===== config.mk =====
export PLATFORM = sky130hd
export DESIGN_NAME = audio_scheduler
export DESIGN_NICKNAME = d
export VERILOG_FILES = /design/src/rtl/audio_pkg.sv /design/src/rtl/audio_scheduler_beat_tick_gen.sv /design/src/rtl/audio_scheduler.sv
export SDC_FILE = /design/constraint.sdc
export NUM_CORES = 1
export LEC_CHECK = 0
export BUFFER_PORTS_ARGS = -buffer_cell sky130_fd_sc_hd__buf_2
export CORE_ASPECT_RATIO = 0.9
export CORE_MARGIN = 1
export CORE_UTILIZATION = 41
export CTS_CLUSTER_SIZE = 24
export DETAILED_ROUTE_END_ITERATION = 10
export MAX_ROUTING_LAYER = met4
export PLACE_DENSITY = 0.65
export SLEW_MARGIN = 25
export SYNTH_ARGS = -nofsm -noshare
export SYNTH_HDL_FRONTEND = slang
export SYNTH_SLANG_ARGS = --single-unit

===== constraint.sdc =====
create_clock -name clk -period 3.2 [get_ports clk]
set_input_delay 0.64 -clock clk [delete_from_list [all_inputs] [get_ports clk]]
set_output_delay 0.64 -clock clk [all_outputs]
set_load 0.03 [all_outputs]

===== src/rtl/audio_pkg.sv =====
// Shared encodings for the audio scheduler: FSM states,
// track ids and request bit positions.
package audio_pkg;

  typedef enum logic [1:0] {
    ST_IDLE = 2'd0,
    ST_BGM  = 2'd1,
    ST_SFX  = 2'd2
  } state_t;

  localparam logic [1:0] TRK_BGM  = 2'd0;
  localparam logic [1:0] TRK_OK   = 2'd1;
  localparam logic [1:0] TRK_ERR  = 2'd2;
  localparam logic [1:0] TRK_OVER = 2'd3;

  localparam int REQ_OK   = 0;
  localparam int REQ_ERR  = 1;
  localparam int REQ_OVER = 2;

endpackage


===== src/rtl/audio_scheduler_beat_tick_gen.sv =====
// Beat divider: counts 0..TICK_DIV-1 while run is high and
// flags the last count as tick; clr restarts the count.
module beat_tick_gen #(
  parameter int TICK_DIV = 12_500_000
) (
  input  logic clk,
  input  logic reset,
  input  logic clr,
  input  logic run,
  output logic tick
);

  localparam int W = (TICK_DIV > 2) ? $clog2(TICK_DIV) : 1;
  localparam logic [W-1:0] LAST = W'(TICK_DIV - 1);

  logic [W-1:0] cnt;
  logic         last;

  assign last = (cnt == LAST);
  assign tick = run & last;

  always_ff @(posedge clk) begin
    if (reset || clr) begin
      cnt <= '0;
    end else if (run) begin
      cnt <= last ? '0 : cnt + 1'b1;
    end
  end

endmodule


===== src/rtl/audio_scheduler.sv =====
// Beat index owner arbitrating BGM against one-shot SFX clips.
// Optional SFX_PENDING_EN adds a one-deep queue for lower-id requests.
module audio_scheduler
  import audio_pkg::*;
#(
  parameter int TICK_DIV = 12_500_000,
  parameter int BGM_LEN  = 4095,
  parameter int SFX_LEN  = 64
) (
  input  logic        clk,
  input  logic        reset,
  input  logic        bgm_en,
  input  logic [2:0]  sfx_req,
  input  logic        mute,
  output logic [11:0] ibeat,
  output logic [1:0]  track,
  output logic        play,
  output logic        sfx_busy
);

  state_t      st, st_n;
  logic [11:0] ibeat_n;
  logic [1:0]  track_n;
  logic [11:0] save, save_n;
  logic        restart;
  logic        tick;
  logic        clr;
  logic        req_v;
  logic [1:0]  req_trk;
  logic [12:0] inc;

`ifdef SFX_PENDING_EN
  logic        pend_v, pend_v_n;
  logic [1:0]  pend_trk, pend_trk_n;
`endif

  assign clr = (st_n != st) | restart;
  assign inc = {1'b0, ibeat} + 13'd1;

  beat_tick_gen #(
    .TICK_DIV (TICK_DIV)
  ) u_tick (
    .clk   (clk),
    .reset (reset),
    .clr   (clr),
    .run   (st != ST_IDLE),
    .tick  (tick)
  );

  // Several bits may be set at once: highest wins.
  always_comb begin
    req_v   = |sfx_req;
    req_trk = TRK_BGM;
    priority case (1'b1)
      sfx_req[REQ_OVER]: req_trk = TRK_OVER;
      sfx_req[REQ_ERR]:  req_trk = TRK_ERR;
      sfx_req[REQ_OK]:   req_trk = TRK_OK;
      default:           req_trk = TRK_BGM;
    endcase
  end

  always_comb begin
    st_n    = st;
    ibeat_n = ibeat;
    track_n = track;
    save_n  = save;
    restart = 1'b0;
`ifdef SFX_PENDING_EN
    pend_v_n   = pend_v;
    pend_trk_n = pend_trk;
`endif
    unique case (st)
      ST_IDLE: begin
        if (req_v) begin
          st_n    = ST_SFX;
          ibeat_n = '0;
          track_n = req_trk;
          save_n  = '0;
        end else if (bgm_en) begin
          st_n    = ST_BGM;
          ibeat_n = '0;
        end
      end
      ST_BGM: begin
        if (req_v) begin
          st_n    = ST_SFX;
          ibeat_n = '0;
          track_n = req_trk;
          save_n  = (req_trk == TRK_OVER) ? '0 : ibeat;
        end else if (!bgm_en) begin
          st_n    = ST_IDLE;
          ibeat_n = '0;
        end else if (tick) begin
          ibeat_n = (inc == 13'(BGM_LEN)) ? '0 : inc[11:0];
        end
      end
      ST_SFX: begin
        if (req_v && req_trk >= track) begin
          ibeat_n = '0;
          track_n = req_trk;
          restart = 1'b1;
          if (req_trk == TRK_OVER) begin
            save_n = '0;
`ifdef SFX_PENDING_EN
            pend_v_n = 1'b0;
`endif
          end
        end else begin
`ifdef SFX_PENDING_EN
          if (req_v && (!pend_v || req_trk >= pend_trk)) begin
            pend_v_n   = 1'b1;
            pend_trk_n = req_trk;
          end
`endif
          if (tick) begin
            if (inc == 13'(SFX_LEN)) begin
`ifdef SFX_PENDING_EN
              if (pend_v_n) begin
                ibeat_n  = '0;
                track_n  = pend_trk_n;
                restart  = 1'b1;
                pend_v_n = 1'b0;
              end else
`endif
              if (bgm_en) begin
                st_n    = ST_BGM;
                ibeat_n = save;
                track_n = TRK_BGM;
              end else begin
                st_n    = ST_IDLE;
                ibeat_n = '0;
                track_n = TRK_BGM;
              end
            end else begin
              ibeat_n = inc[11:0];
            end
          end
        end
      end
      default: begin
        st_n    = ST_IDLE;
        ibeat_n = '0;
        track_n = TRK_BGM;
      end
    endcase
  end

  always_ff @(posedge clk) begin
    if (reset) begin
      st       <= ST_IDLE;
      ibeat    <= '0;
      track    <= TRK_BGM;
      save     <= '0;
      play     <= 1'b0;
      sfx_busy <= 1'b0;
    end else begin
      st       <= st_n;
      ibeat    <= ibeat_n;
      track    <= track_n;
      save     <= save_n;
      play     <= (st_n != ST_IDLE) & ~mute;
      sfx_busy <= (st_n == ST_SFX);
    end
  end

`ifdef SFX_PENDING_EN
  always_ff @(posedge clk) begin
    if (reset) begin
      pend_v   <= 1'b0;
      pend_trk <= TRK_BGM;
    end else begin
      pend_v   <= pend_v_n;
      pend_trk <= pend_trk_n;
    end
  end
`endif

endmodule


; Yosys cells after proc, flatten, opt, wreduce, memory -nomap -nowiden
; Cells that the tools add are included.
[totals]
in_bits = 7
out_inout_bits = 16
wordCells = 79
register_bits = 54
[classes]
n_addsub = 2
n_eq_ne = 17
magnitude_cmp = 1
n_bitwise = 4
n_reduce_logical = 11
mux = 37
[ops]
columns = op, n
row1 = $mux W12, 15
row2 = $pmux W12 S3, 2
row3 = $mux W2, 13
row4 = $add A24 B1 Y24 const B, 1
row5 = $eq A24 B24 Y1 const B, 1
row6 = $mux W24, 1
row7 = $add A12 B1 Y13 const B, 1
row8 = $eq A13 B12 Y1 const B, 1
row9 = $eq A13 B7 Y1 const B, 1
row10 = $ne A3 B3 Y1 const B, 3
row11 = $ne A2 B2 Y1 const B, 4
row12 = $eq A2 B2 Y1 const B, 3
row13 = $pmux W2 S3, 1
row14 = $reduce_and A3 Y1, 2
row15 = $reduce_and A5 Y1, 1
row16 = $mux W1, 4
row17 = $ne A4 B4 Y1 const B, 1
row18 = $pmux W2 S2, 1
row19 = $reduce_bool A2 Y1, 2
row20 = $reduce_bool A3 Y1, 1
row21 = $reduce_or A3 Y1, 1
row22 = $and A1 B1 Y1, 2
row23 = $eq A2 B1 Y1 const B, 1
row24 = $ge A2 B2 Y1, 1
row25 = 8 further kinds, 8

; Longest topological paths before layout
[depth]
depth_word = 10
depth_mapped = 12
ltp_nobuf = 10

; Modules after synthesis
; A second synthesis with hierarchy kept.
[unflattened]
cells_unflattened = 434
hier_area_um2 = 3395.8
[modules_own_cells]
columns = mod, seq_area_each_um2, n_inst, area_per_inst_um2, cells_each
row1 = audio_scheduler, 600.6, 1, 2243.4, 299
row2 = beat_tick_gen, 480.5, 1, 1152.4, 135

; Worst setup path after synthesis
; Ideal clock, no wire load.
[synth_path]
path_kind = register to register
start = reg ibeat[0]
end = reg ibeat[2]
path_stages_with_launch = 11
path_slack_ns = 0.667
synth_period_minus_slack_ns = 2.533
t_required_ns = 3.131
path_buffers = 2
arrival_ns = 2.464
setup_time_ns = 0.069
cell_sequence = dfxtp_1 > ha_1 > buf_2 > and3_2 > o22ai_1 > a22o_1 > and3_4 > buf_6 > o32ai_2 > a32oi_1 > o21ai_1
[synth_via]
elab_chain_cells = 7
word_cells_on_any_way = 11
cone_classes = add/sub: 1 / eq/ne: 2 / mux: 8
[synth_rtl]
columns = item, line_no
row1 = "start, declared", audio_scheduler.sv:15  ; output logic [11:0] ibeat,
row2 = "start signal, assigned", audio_scheduler.sv:158  ; ibeat <= ibeat_n;
row3 = $add A12 B1 Y13 *, audio_scheduler.sv:38  ; assign inc = {1'b0, ibeat} + 13'd1;
row4 = $eq A13 B12 Y1, audio_scheduler.sv:94  ; ibeat_n = (inc == 13'(BGM_LEN)) ? '0 : inc[11:0];
row5 = $mux W12, audio_scheduler.sv:94
row6 = $mux W12, audio_scheduler.sv:93  ; end else if (tick) begin
row7 = $mux W12, audio_scheduler.sv:90  ; end else if (!bgm_en) begin
row8 = $mux W12, audio_scheduler.sv:85  ; if (req_v) begin
row9 = $pmux W12 S3 *, audio_scheduler.sv:72  ; unique case (st)
; Every way passes the cells marked *; elsewhere a longest branch is shown, timed or not. The select of a mux whose other input is x is not followed.
; A chain may end at the register's enable or synchronous reset.

; Worst setup path after layout
[layout_path]
start = reg st[0]
end = reg ibeat[5]
[layout_via]
elab_chain_cells = 4
word_cells_on_any_way = 10
cone_classes = eq/ne: 5 / mux: 1 / bitwise: 1 / reduce/logical: 3
[layout_rtl]
columns = item, line_no
row1 = "start, declared", audio_scheduler.sv:21  ; state_t st, st_n;
row2 = "start signal, assigned", audio_scheduler.sv:157  ; st <= st_n;
row3 = $reduce_bool A2 Y1, audio_scheduler.sv:46  ; .run (st != ST_IDLE),
row4 = $and A1 B1 Y1, audio_scheduler_beat_tick_gen.sv:20  ; assign tick = run & last;
row5 = $ne A4 B4 Y1 (no line) or $ne A3 B3 Y1 (tied branches), -
row6 = $reduce_and A3 Y1 (no line), -
; Parallel ways exist; a longest one is shown, timed or not.

==> run_results.csv <==
group,metric,value,unit
global_route,overflow,0,
clock_tree,insertion_delay,0.30,ns
drt,ant_nets,0,
drt,viasPerCell,5.68,
sta,fin_crit,2.74,ns
worst_setup_path,crit_fanout,7,
logic_synthesis,syn_area_per_cell,8.03,um2
clock_tree,cts-hold-fix-buffers,0,
placed_design,hpwl,5.68,mm
layout,syn_to_final_growth,7.87,%
global_route,antenna_found_initial,0,
logic_synthesis,synth_edf_count,0,
layout,design_area,0.00353,mm2
clock_tree,cts_buffer_depth,2,
global_route,grt_pass1_vias,2675,
sta,holdWs,0.459,ns
sta,setup_viol,0,
sta,min_period_over_period,85.6,%
clock_tree,cts_tree,"built",
drt,drc,0,
worst_setup_path,required,3.44,ns
die,die_height,86.8,um
layout,antenna_cells,0,
layout,multi_input_area,0.00201,mm2
worst_setup_path,r2r-start,"st[0]$_SDFF_PP0_",
worst_setup_path,cp.depth,9,
power_and_ir_drop,p_leak,1.19,nW
power_and_ir_drop,power.internal,0.000969,W
placed_design,routabilityCongestion,0.868,
power_and_ir_drop,p_switching,0.000345,W
placed_design,place_inst,508,
clock_tree,root_buffer,"clkbuf_8",
worst_setup_path,crit_family,"simple AND/OR/NAND/NOR gates",
clock_tree,numCtsBuffers,5,
die,initial_utilization,42.8,%
die,ios,23,
logic_synthesis,syn-cell-area,0.00328,mm2
power_and_ir_drop,pwr-share-seq,52.3,%
clock_tree,post-cts-setup-buffers,0,
worst_setup_path,path_cells,"inv_1, ha_1, and4b_1, nand4_1, nor4_2, o21ai_1, nor3_2, a22oi_1, o21ai_1",
drt,vias,2930,
worst_setup_path,crit_path_top_delay_cell,"nor3_2",
sta,rsz0062_at_grt,"no",
worst_setup_path,critPathCaptureType,"flop",
power_and_ir_drop,cellPowerDensity,372,mW/mm2
logic_synthesis,syn_inst,408,
worst_setup_path,critPathMaxStageDelay,0.52,ns
die,fp-row-count,30,
logic_synthesis,syn_nets,426,
placed_design,io_buffers,22,
sta,slew_headroom,33.7,%
logic_synthesis,synth-seq-cells,54,
placed_design,placed_area,0.00342,mm2
worst_setup_path,cp-startpoint,"st[0]$_SDFF_PP0_",
worst_setup_path,crit_arrival,2.98,ns
worst_hold_path,hp-class,"reg2reg",
die,dieArea,0.00835,mm2
logic_synthesis,ys_types,68,
worst_setup_path,critPathLaunchType,"flop",
drt,drt_wl_total,7.80,mm
logic_synthesis,synth_top_cell_area_share,33.0,%
power_and_ir_drop,switching_share,26.2,%
logic_synthesis,synth_flop_cell,"dfxtp_1",
clock_tree,htreeDepth,2,
layout,stdcell_count,516,
global_route,grt_max_degree,22,
logic_synthesis,yosysSeqAreaShare,33.0,%
worst_hold_path,holdPathStages,2,
die,core_area,0.00766,mm2
drt,wl_per_cell,15.1,um
power_and_ir_drop,p_clk_share,34.9,%
logic_synthesis,ys_warn_count,0,
worst_hold_path,hp-start,"save[8]$_SDFFE_PP0P_",
layout,fillers,772,
drt,drt_iter0_markers,261,
sta,slew_viol_final,0,
sta,tns,0,ns
job,timing.max_cap.violations,0,
logic_synthesis,ys_async_sr_fraction,0,%
layout,seqCellArea,0.00108,mm2
worst_setup_path,critical_path_buf_inv_count,1,
sta,fmax,365,MHz
global_route,grt_pass1_wl,13.0,mm
sta,hold_viol,0,
sta,worst_slew_pin_slew,0.993,ns
clock_tree,cts.clk_slew.worst_paths,0.10,ns
logic_synthesis,synth.area.top_cells,"dfxtp_1, nand3_1, nor2_1",
power_and_ir_drop,peakVddDrop,0.221,mV
logic_synthesis,synth_top_cell_by_area,"dfxtp_1",
clock_tree,cts.sinks,54,
die,dieWidth,96.2,um
worst_setup_path,cp_common_cell,"o21ai_1",
global_route,grt_usage,20.4,%
outcome,outcome,"finished clean",
clock_tree,cts.repair.resized,0,
worst_setup_path,worst-r2r-cell-count,9,
layout,drive_gt1_share,13.8,%
sta,finalClockSkew,0.0103,ns
power_and_ir_drop,pwr-share-comb,12.8,%
worst_setup_path,crit_type,"reg2reg",
layout,nNetsFinal,437,
drt,firstDrtPassIters,5,
==> state kept, by name (all words and copies together), names as in the netlist <==
register	flops
u_tick.cnt	24
ibeat	12
save	12
st	2
track	2
play	1
sfx_busy	1
==> cell usage after synthesis (all sizes together), types with 3 or more instances <==
cell	n
dfxtp	54
nand2	40
nor2	40
nand3	34
a21oi	29
o21ai	22
buf	14
xor2	14
inv	13
xnor2	13
clkbuf	11
ha	11
and3	10
nor3	10
nand4	9
a32oi	7
nand2b	7
nor2b	7
nor4	6
nor3b	5
a22oi	4
and4	4
o22ai	4
and2	3
==> layout make-up <==
class / instances / share of cell area, %
clock buffers: 6 / 2.05
clock inverters: 2 / 1.06
inverters: 13 / 1.38
multi-input cells: 316 / 56.9
flip-flops and latches: 54 / 30.6
well taps: 96 / 3.40
repair buffers: 29 / 4.60
==> worst paths after layout <==
check,slack [ns],end
setup / recovery,0.46,ibeat[5]$_SDFFE_PP0P_
hold / removal,0.46,save[8]$_SDFFE_PP0P_
setup reg to reg,0.46,ibeat[5]$_SDFFE_PP0P_
hold reg to reg,0.46,save[8]$_SDFFE_PP0P_
==> kinds of logic after synthesis <==
kind of cell	Yosys count	share of synthesized area [%]
fa+ha+maj	11	4.20
compound gates	89	18.1
xor+xnor	27	7.22
buf+inv	38	5.62
simple gates	188	31.6
flops	54	33.0
mux	1	0.306
==> metal layers <==
layer	vias up	part of all wire, %	track usage [%]
met4	0	0.55	4.21
met3	4	6.0	3.07
li1	1476	-	-
met2	83	44	30.0
met1	1367	50	29.3
met5	-	0	-
==> cells in the final DEF, fill, tap and decap left out, types with 5 or more instances in the layout <==
cell      count
o21ai_1      12
buf_4         7
xor2_1       14
nor3_1        8
a21oi_1      28
nor2_1       40
nand4_1       8
nor3b_1       5
and3_1        7
dfxtp_1      54
buf_2        22
o21ai_0      10
nor2b_1       7
nand2b_1      7
inv_1        13
xnor2_1      13
ha_1         11
a32oi_1       7
nand2_1      38
nand3_1      34
clkbuf_8      5
==> worst min-delay path, cell delays in order, from the launching register on <==
cell	delay, ns
dfxtp_1	0.32
nand2_1	0.05
a21oi_1	0.05
==> through the flow <==
stage	total power (W)	util, %	setup slack, ns
2_1_floorplan	0.000828	-	0.667
3_3_place_gp	0.000869	44.7	0.446
3_5_place_dp	0.000870	44.7	0.313
4_1_cts	0.00133	46.1	0.469
5_1_grt	0.00138	46.1	0.257
6_report	0.00131	46.1	0.462
==> power by group through the flow <==
stage	sequential (W)	clock, W	combinational (W)
6_report	0.000687	0.000458	0.000169
5_1_grt	0.000689	0.000502	0.000186
4_1_cts	0.000687	0.000471	0.000168
3_5_place_dp	0.000703	0	0.000168
3_3_place_gp	0.000703	0	0.000166
2_1_floorplan	0.000717	0	0.000111
(Power assumes the default switching activity.)
